==> src/rtl/dcache_pkg.sv <==
// Shared types and access-size encodings for the data-cache controller.
package dcache_pkg;

  typedef enum logic [1:0] {
    IDLE   = 2'd0,
    REFILL = 2'd1,
    WRITE  = 2'd2,
    DONE   = 2'd3
  } state_t;

  localparam logic [2:0] DATA_ADDR_MODE_B  = 3'b000;
  localparam logic [2:0] DATA_ADDR_MODE_H  = 3'b001;
  localparam logic [2:0] DATA_ADDR_MODE_W  = 3'b010;
  localparam logic [2:0] DATA_ADDR_MODE_BU = 3'b100;
  localparam logic [2:0] DATA_ADDR_MODE_HU = 3'b101;

  function automatic logic is_word_mode(input logic [2:0] mode);
    return mode == DATA_ADDR_MODE_W;
  endfunction

endpackage

==> src/rtl/sat_counter.sv <==
// Event counter that sticks at all-ones instead of wrapping; one-cycle update.
module sat_counter #(
  parameter int WIDTH = 32
) (
  input  logic             clk,
  input  logic             rst,
  input  logic             inc,
  output logic [WIDTH-1:0] count
);

  always_ff @(posedge clk or posedge rst) begin
    if (rst) begin
      count <= '0;
    end else if (inc && (count != {WIDTH{1'b1}})) begin
      count <= count + {{(WIDTH-1){1'b0}}, 1'b1};
    end
  end

endmodule

==> src/rtl/dcache_ctrl.sv <==
// Write-through D-cache sequencer: hits return in 0 cycles; misses and stores stall
// the CPU from the request cycle through mem_ack, releasing in a one-cycle DONE.
module dcache_ctrl
  import dcache_pkg::*;
#(
  parameter int ADDR_WIDTH = 32,
  parameter int DATA_WIDTH = 32,
  parameter int TIMEOUT    = 64,
  parameter int CNT_WIDTH  = 32
) (
  input  logic                  clk,
  input  logic                  rst,
  input  logic                  cpu_read_en,
  input  logic                  cpu_write_en,
  input  logic [2:0]            cpu_addr_mode,
  input  logic [ADDR_WIDTH-1:0] cpu_addr,
  input  logic [DATA_WIDTH-1:0] cpu_write_data,
  output logic                  cpu_stall,
  output logic [DATA_WIDTH-1:0] cpu_read_data,
  input  logic                  cache_hit,
  input  logic [DATA_WIDTH-1:0] cache_rdata,
  output logic                  cache_fill_en,
  output logic [DATA_WIDTH-1:0] cache_fill_data,
  output logic                  cache_store_en,
  output logic                  mem_req,
  output logic                  mem_we,
  output logic [ADDR_WIDTH-1:0] mem_addr,
  output logic [DATA_WIDTH-1:0] mem_wdata,
  output logic [2:0]            mem_mode,
  input  logic                  mem_ack,
  input  logic [DATA_WIDTH-1:0] mem_rdata,
  output logic                  err_timeout,
  output logic [CNT_WIDTH-1:0]  hit_count,
  output logic [CNT_WIDTH-1:0]  miss_count
);

  localparam int WW = $clog2(TIMEOUT + 1);

  state_t                state_q, state_d;
  logic [WW-1:0]         wait_q;
  logic [ADDR_WIDTH-1:0] addr_q;
  logic [DATA_WIDTH-1:0] data_q;
  logic [2:0]            mode_q;
  logic [DATA_WIDTH-1:0] resp_q;
  logic                  load_q;
  logic                  err_q;

  logic hit_inc, miss_inc, cap_rd, cap_wr, timeout, expired;

  assign expired     = (wait_q == WW'(TIMEOUT - 1));
  assign mem_addr    = addr_q;
  assign mem_wdata   = data_q;
  assign mem_mode    = mode_q;
  assign err_timeout = err_q;

  // Outputs are gated by rst so an in-flight request vanishes the moment reset rises.
  always_comb begin
    state_d         = state_q;
    cpu_stall       = 1'b0;
    cpu_read_data   = '0;
    cache_fill_en   = 1'b0;
    cache_fill_data = '0;
    cache_store_en  = 1'b0;
    mem_req         = 1'b0;
    mem_we          = 1'b0;
    hit_inc         = 1'b0;
    miss_inc        = 1'b0;
    cap_rd          = 1'b0;
    cap_wr          = 1'b0;
    timeout         = 1'b0;
    if (!rst) begin
      unique case (state_q)
        IDLE: begin
          if (cpu_write_en) begin
            cpu_stall = 1'b1;
            cap_wr    = 1'b1;
            state_d   = WRITE;
          end else if (cpu_read_en) begin
            if (cache_hit) begin
              cpu_read_data = cache_rdata;
              hit_inc       = 1'b1;
            end else begin
              cpu_stall = 1'b1;
              cap_rd    = 1'b1;
              miss_inc  = 1'b1;
              state_d   = REFILL;
            end
          end
        end
        REFILL: begin
          mem_req   = 1'b1;
          cpu_stall = 1'b1;
          if (mem_ack) begin
            cache_fill_en   = 1'b1;
            cache_fill_data = mem_rdata;
            state_d         = DONE;
          end else if (expired) begin
            timeout = 1'b1;
            state_d = DONE;
          end
        end
        WRITE: begin
          mem_req   = 1'b1;
          mem_we    = 1'b1;
          cpu_stall = 1'b1;
          if (mem_ack) begin
            // Only full-word stores may allocate; a sub-word miss goes to memory only.
            cache_store_en = cache_hit || is_word_mode(mode_q);
            state_d        = DONE;
          end else if (expired) begin
            timeout = 1'b1;
            state_d = DONE;
          end
        end
        DONE: begin
          if (load_q) cpu_read_data = resp_q;
          state_d = IDLE;
        end
        default: state_d = IDLE;
      endcase
    end
  end

  always_ff @(posedge clk or posedge rst) begin
    if (rst) begin
      state_q <= IDLE;
      wait_q  <= '0;
      addr_q  <= '0;
      data_q  <= '0;
      mode_q  <= '0;
      resp_q  <= '0;
      load_q  <= 1'b0;
      err_q   <= 1'b0;
    end else begin
      state_q <= state_d;
      if (cap_rd) begin
        addr_q <= {cpu_addr[ADDR_WIDTH-1:2], 2'b00};
        mode_q <= cpu_addr_mode;
        load_q <= 1'b1;
        wait_q <= '0;
      end else if (cap_wr) begin
        addr_q <= cpu_addr;
        data_q <= cpu_write_data;
        mode_q <= cpu_addr_mode;
        load_q <= 1'b0;
        wait_q <= '0;
      end else if (((state_q == REFILL) || (state_q == WRITE)) && !mem_ack) begin
        wait_q <= wait_q + {{(WW-1){1'b0}}, 1'b1};
      end
      if (cache_fill_en) resp_q <= mem_rdata;
      else if (timeout && (state_q == REFILL)) resp_q <= '0;
      if (timeout) err_q <= 1'b1;
    end
  end

  sat_counter #(.WIDTH(CNT_WIDTH)) u_hit_cnt (
    .clk   (clk),
    .rst   (rst),
    .inc   (hit_inc),
    .count (hit_count)
  );

  sat_counter #(.WIDTH(CNT_WIDTH)) u_miss_cnt (
    .clk   (clk),
    .rst   (rst),
    .inc   (miss_inc),
    .count (miss_count)
  );

endmodule

==> config.mk <==
export PLATFORM = sky130hd
export DESIGN_NAME = dcache_ctrl
export DESIGN_NICKNAME = d
export VERILOG_FILES = /design/src/rtl/dcache_pkg.sv /design/src/rtl/sat_counter.sv /design/src/rtl/dcache_ctrl.sv
export SDC_FILE = /design/constraint.sdc
export NUM_CORES = 1
export LEC_CHECK = 0
export CORE_UTILIZATION = 25
export DETAILED_ROUTE_END_ITERATION = 10
export PLACE_DENSITY = 0.52
export SYNTH_ARGS = -nofsm -noshare
export SYNTH_HDL_FRONTEND = slang
export SYNTH_HIERARCHICAL = 1
export SYNTH_SLANG_ARGS = --single-unit
==> constraint.sdc <==
create_clock -name clk -period 9.15 [get_ports clk]
set_clock_uncertainty 0.15 [all_clocks]
set_input_delay 2.2875 -clock clk [delete_from_list [all_inputs] [get_ports clk]]
set_output_delay 2.2875 -clock clk [all_outputs]
set_load 0.03 [all_outputs]
==> flow_metrics.tcl <==
set metrics [dict create \
    combPwrFrac 0.410 \
    syn_to_final_growth_pct 53.9 \
    p_switching_w 0.00120 \
    slowest_delay_ps 690 \
    cts_sinks 174 \
    yosysWarnings 6 \
    grt-ovfl-total 0 \
    numCtsBuffers 17 \
    crit_slowest_cell "clkdlybuf4s50_1" \
    hold_viol_final 0 \
    synth-edff-count 0 \
    regArea_um2 4350 \
    hold_buffers 0 \
    synth_area_leader_cell "dfrtp_1" \
    rows 65 \
    synth-seq-area-share 0.537 \
    nNetsFinal 1161 \
    grt_pass1_vias 6674 \
    placedInstanceArea_um2 11900 \
    netlist_area_um2 8110 \
    pin_count 338 \
    worst-path-max-fanout 41 \
    clkPwrFrac 0.228 \
    synth_cell_type_count 58 \
    status "finished clean" \
    crit_top_cell "clkdlybuf4s50_1" \
    fp.dieH_um 182 \
    routed_wirelength_um 26000 \
    seqPwrFrac 0.362 \
    cp_cell_sequence "clkdlybuf4s50_1 -> inv_4 -> nand2_1 -> nor2_1 -> o21ba_2 -> clkdlybuf4s50_1" \
    async_flop_share 1.00 \
    start_util 0.256 \
    p_leak_nw 5.42 \
    port_buffers 337 \
    grt_pass1_wl_um 40100 \
    num_vias 6641 \
    cts_max_level 4 \
    multi_input_area_um2 3560 \
    slew_viol_final 0 \
    cts_max_path_buffers 2 \
    peakVddDrop_mv 0.208 \
    wl_per_cell_um 18.1 \
    drc 0 \
    min_path_type "reg2reg" \
    drt-pass1-iter-count 5 \
    drt_iter0_drc 343 \
    rsz0062_at_grt "no" \
    syn_avg_cell_area_um2 11.8 \
    switching_share 0.377 \
    ant_nets 0 \
    layout-drive-gt1-share 0.117 \
    cts_root_buf "clkbuf_16" \
    synth_top_area_frac 0.537 \
    coreArea_um2 31700 \
    cts_tree "yes" \
    p_int_w 0.00198 \
    synthCells 689 \
    start_kind "primary input" \
    die_w_um 182 \
    worstPathArrival_ps 5030 \
    track_usage 0.159 \
    antenna_found_initial 1 \
    fin_tns_setup_ps 0 \
    tightest_slew_ps 1320 \
    setup_violations 0 \
    cp-end-kind "output port" \
    grt_max_degree 75 \
    gp_congestion 0.777 \
    clock_latency_ps 440 \
    cts_resized 0 \
    crit_type "in2out" \
    cp_num_buf_inv 3 \
    fin_crit_ps 7470 \
    hpwl_um 19000 \
    power.density_nw_per_um2 255 \
    ys_top_cells_by_area "dfrtp_1 54%, mux2_2 7.2%, xnor2_1 5.3%" \
    max_slew_margin 0.118 \
    final_area_um2 12500 \
    die_area_um2 33200 \
    worstPathRequired_ps 6710 \
    maxCapViolations 0 \
    worst_hold_slack_ps 329 \
    vias_per_cell 4.64 \
    ys.flop_type "dfrtp_1" \
    layout_worst_path_cycle_share 0.816 \
    cp_top_family "buffers and inverters" \
    max_freq_mhz 134 \
    synthesis.nets 834 \
    total_power_w 0.00318 \
    synth-seq-cells 174 \
    finish.utilization 0.393 \
    clk_pin_slew_ps 70 \
    fillers 3149 \
    cts_setup_buffers 0 \
]
-- cell usage after synthesis (2+ instances only) --
cell      instances
a21o_1           34
a21oi_1           8
a22oi_1          32
a31oi_1           4
a41oi_1           3
and2_1            5
and3_1           58
and4_1            8
and4_2            2
buf_2             9
buf_4             2
buf_6             2
clkbuf_1         24
dfrtp_1         174
ha_1              8
inv_1            10
mux2_1           15
mux2_2           52
mux2i_1           4
nand2_1          20
nand3_1          29
nand3_2           4
nand4_1          23
nand4_2           4
nor2_1           58
nor2b_1           5
nor4b_1           2
o21ai_0           2
xnor2_1          49
xor2_1           11
-- sequential cells by signal (all words and copies together), names as in the netlist, 2 cells and up --
register,count
mem_wdata,32
u_miss_cnt/count,32
resp_q,32
wait_q,7
mem_addr,32
mem_mode,3
u_hit_cnt/count,32
state_q,2
-- area by class of cell --
| cell class | count | area share |
|---|---|---|
| flip-flops and latches | 174 | 0.349 |
| multi-input cells | 467 | 0.286 |
| well taps | 402 | 0.0403 |
| repair buffers | 346 | 0.276 |
| diodes | 1 | 0.000201 |
| inverters | 10 | 0.00321 |
| clock inverters | 13 | 0.0105 |
| clock buffers | 19 | 0.0355 |
-- layer usage --
layer	vias up	part of all wire	global-route usage
met5	-	0	0
met4	0	0.014	0.0450
met3	16	0.065	0.0521
met2	202	0.49	0.265
met1	3282	0.43	0.194
li1	3141	-	-
-- cells in the final DEF, fill, tap and decap left out, types with 2 or more instances in the layout --
cell	n
a21o_1	34
a21oi_1	8
a22oi_1	32
a31oi_1	4
a41oi_1	3
and2_1	5
and3_1	58
and4_1	8
and4_2	2
buf_4	9
clkbuf_16	17
clkdlybuf4s50_1	337
clkinv_4	5
clkinvlp_4	2
dfrtp_1	174
ha_1	8
inv_1	9
inv_6	3
mux2_1	15
mux2_2	52
mux2i_1	4
nand2_1	20
nand3_1	29
nand3_2	4
nand4_1	23
nand4_2	4
nor2_1	58
nor2b_1	4
o21ai_0	2
xnor2_1	49
xor2_1	11
-- logic make-up after synthesis --
family,after synthesis,share of synthesized area
adder cells (fa/ha/maj),8,0.0123
buffers and inverters,48,0.0265
flip-flops,174,0.537
AND/OR/NAND/NOR,232,0.167
XOR/XNOR,60,0.0648
AO/OA/AOI/OAI,95,0.0924
multiplexers,72,0.0998
-- through the flow --
step,setup WS (ps),cells
after floorplan,937,689
after global placement,1680,1399
after detailed placement,1580,1399
after CTS,1550,1431
after global routing,1420,1431
final,1680,1432
-- power groups by stage --
stage | clock, W | combinational [W] | sequential [W]
final | 0.000725 | 0.00131 | 0.00115
after global placement | 0 | 0.00132 | 0.00116
after detailed placement | 0 | 0.00132 | 0.00117
after floorplan | 0 | 0.000435 | 0.00145
after CTS | 0.000753 | 0.00132 | 0.00115
after global routing | 0.000786 | 0.00138 | 0.00118
-- worst paths after layout --
check                      cells past startpoint        from  slack, ps                  end
max in group asynchronous                      3         rst       5050           resp_q[29]
setup / recovery                               6         rst       1680            cpu_stall
hold reg to reg                                1  resp_q[26]        330           resp_q[26]
min in group asynchronous                      2         rst       2420           state_q[1]
setup reg to reg                              10  state_q[0]       5450  u_hit_cnt/count[31]
hold / removal                                 1  resp_q[26]        330           resp_q[26]
No activity file was read; power rests on OpenSTA's default activity.
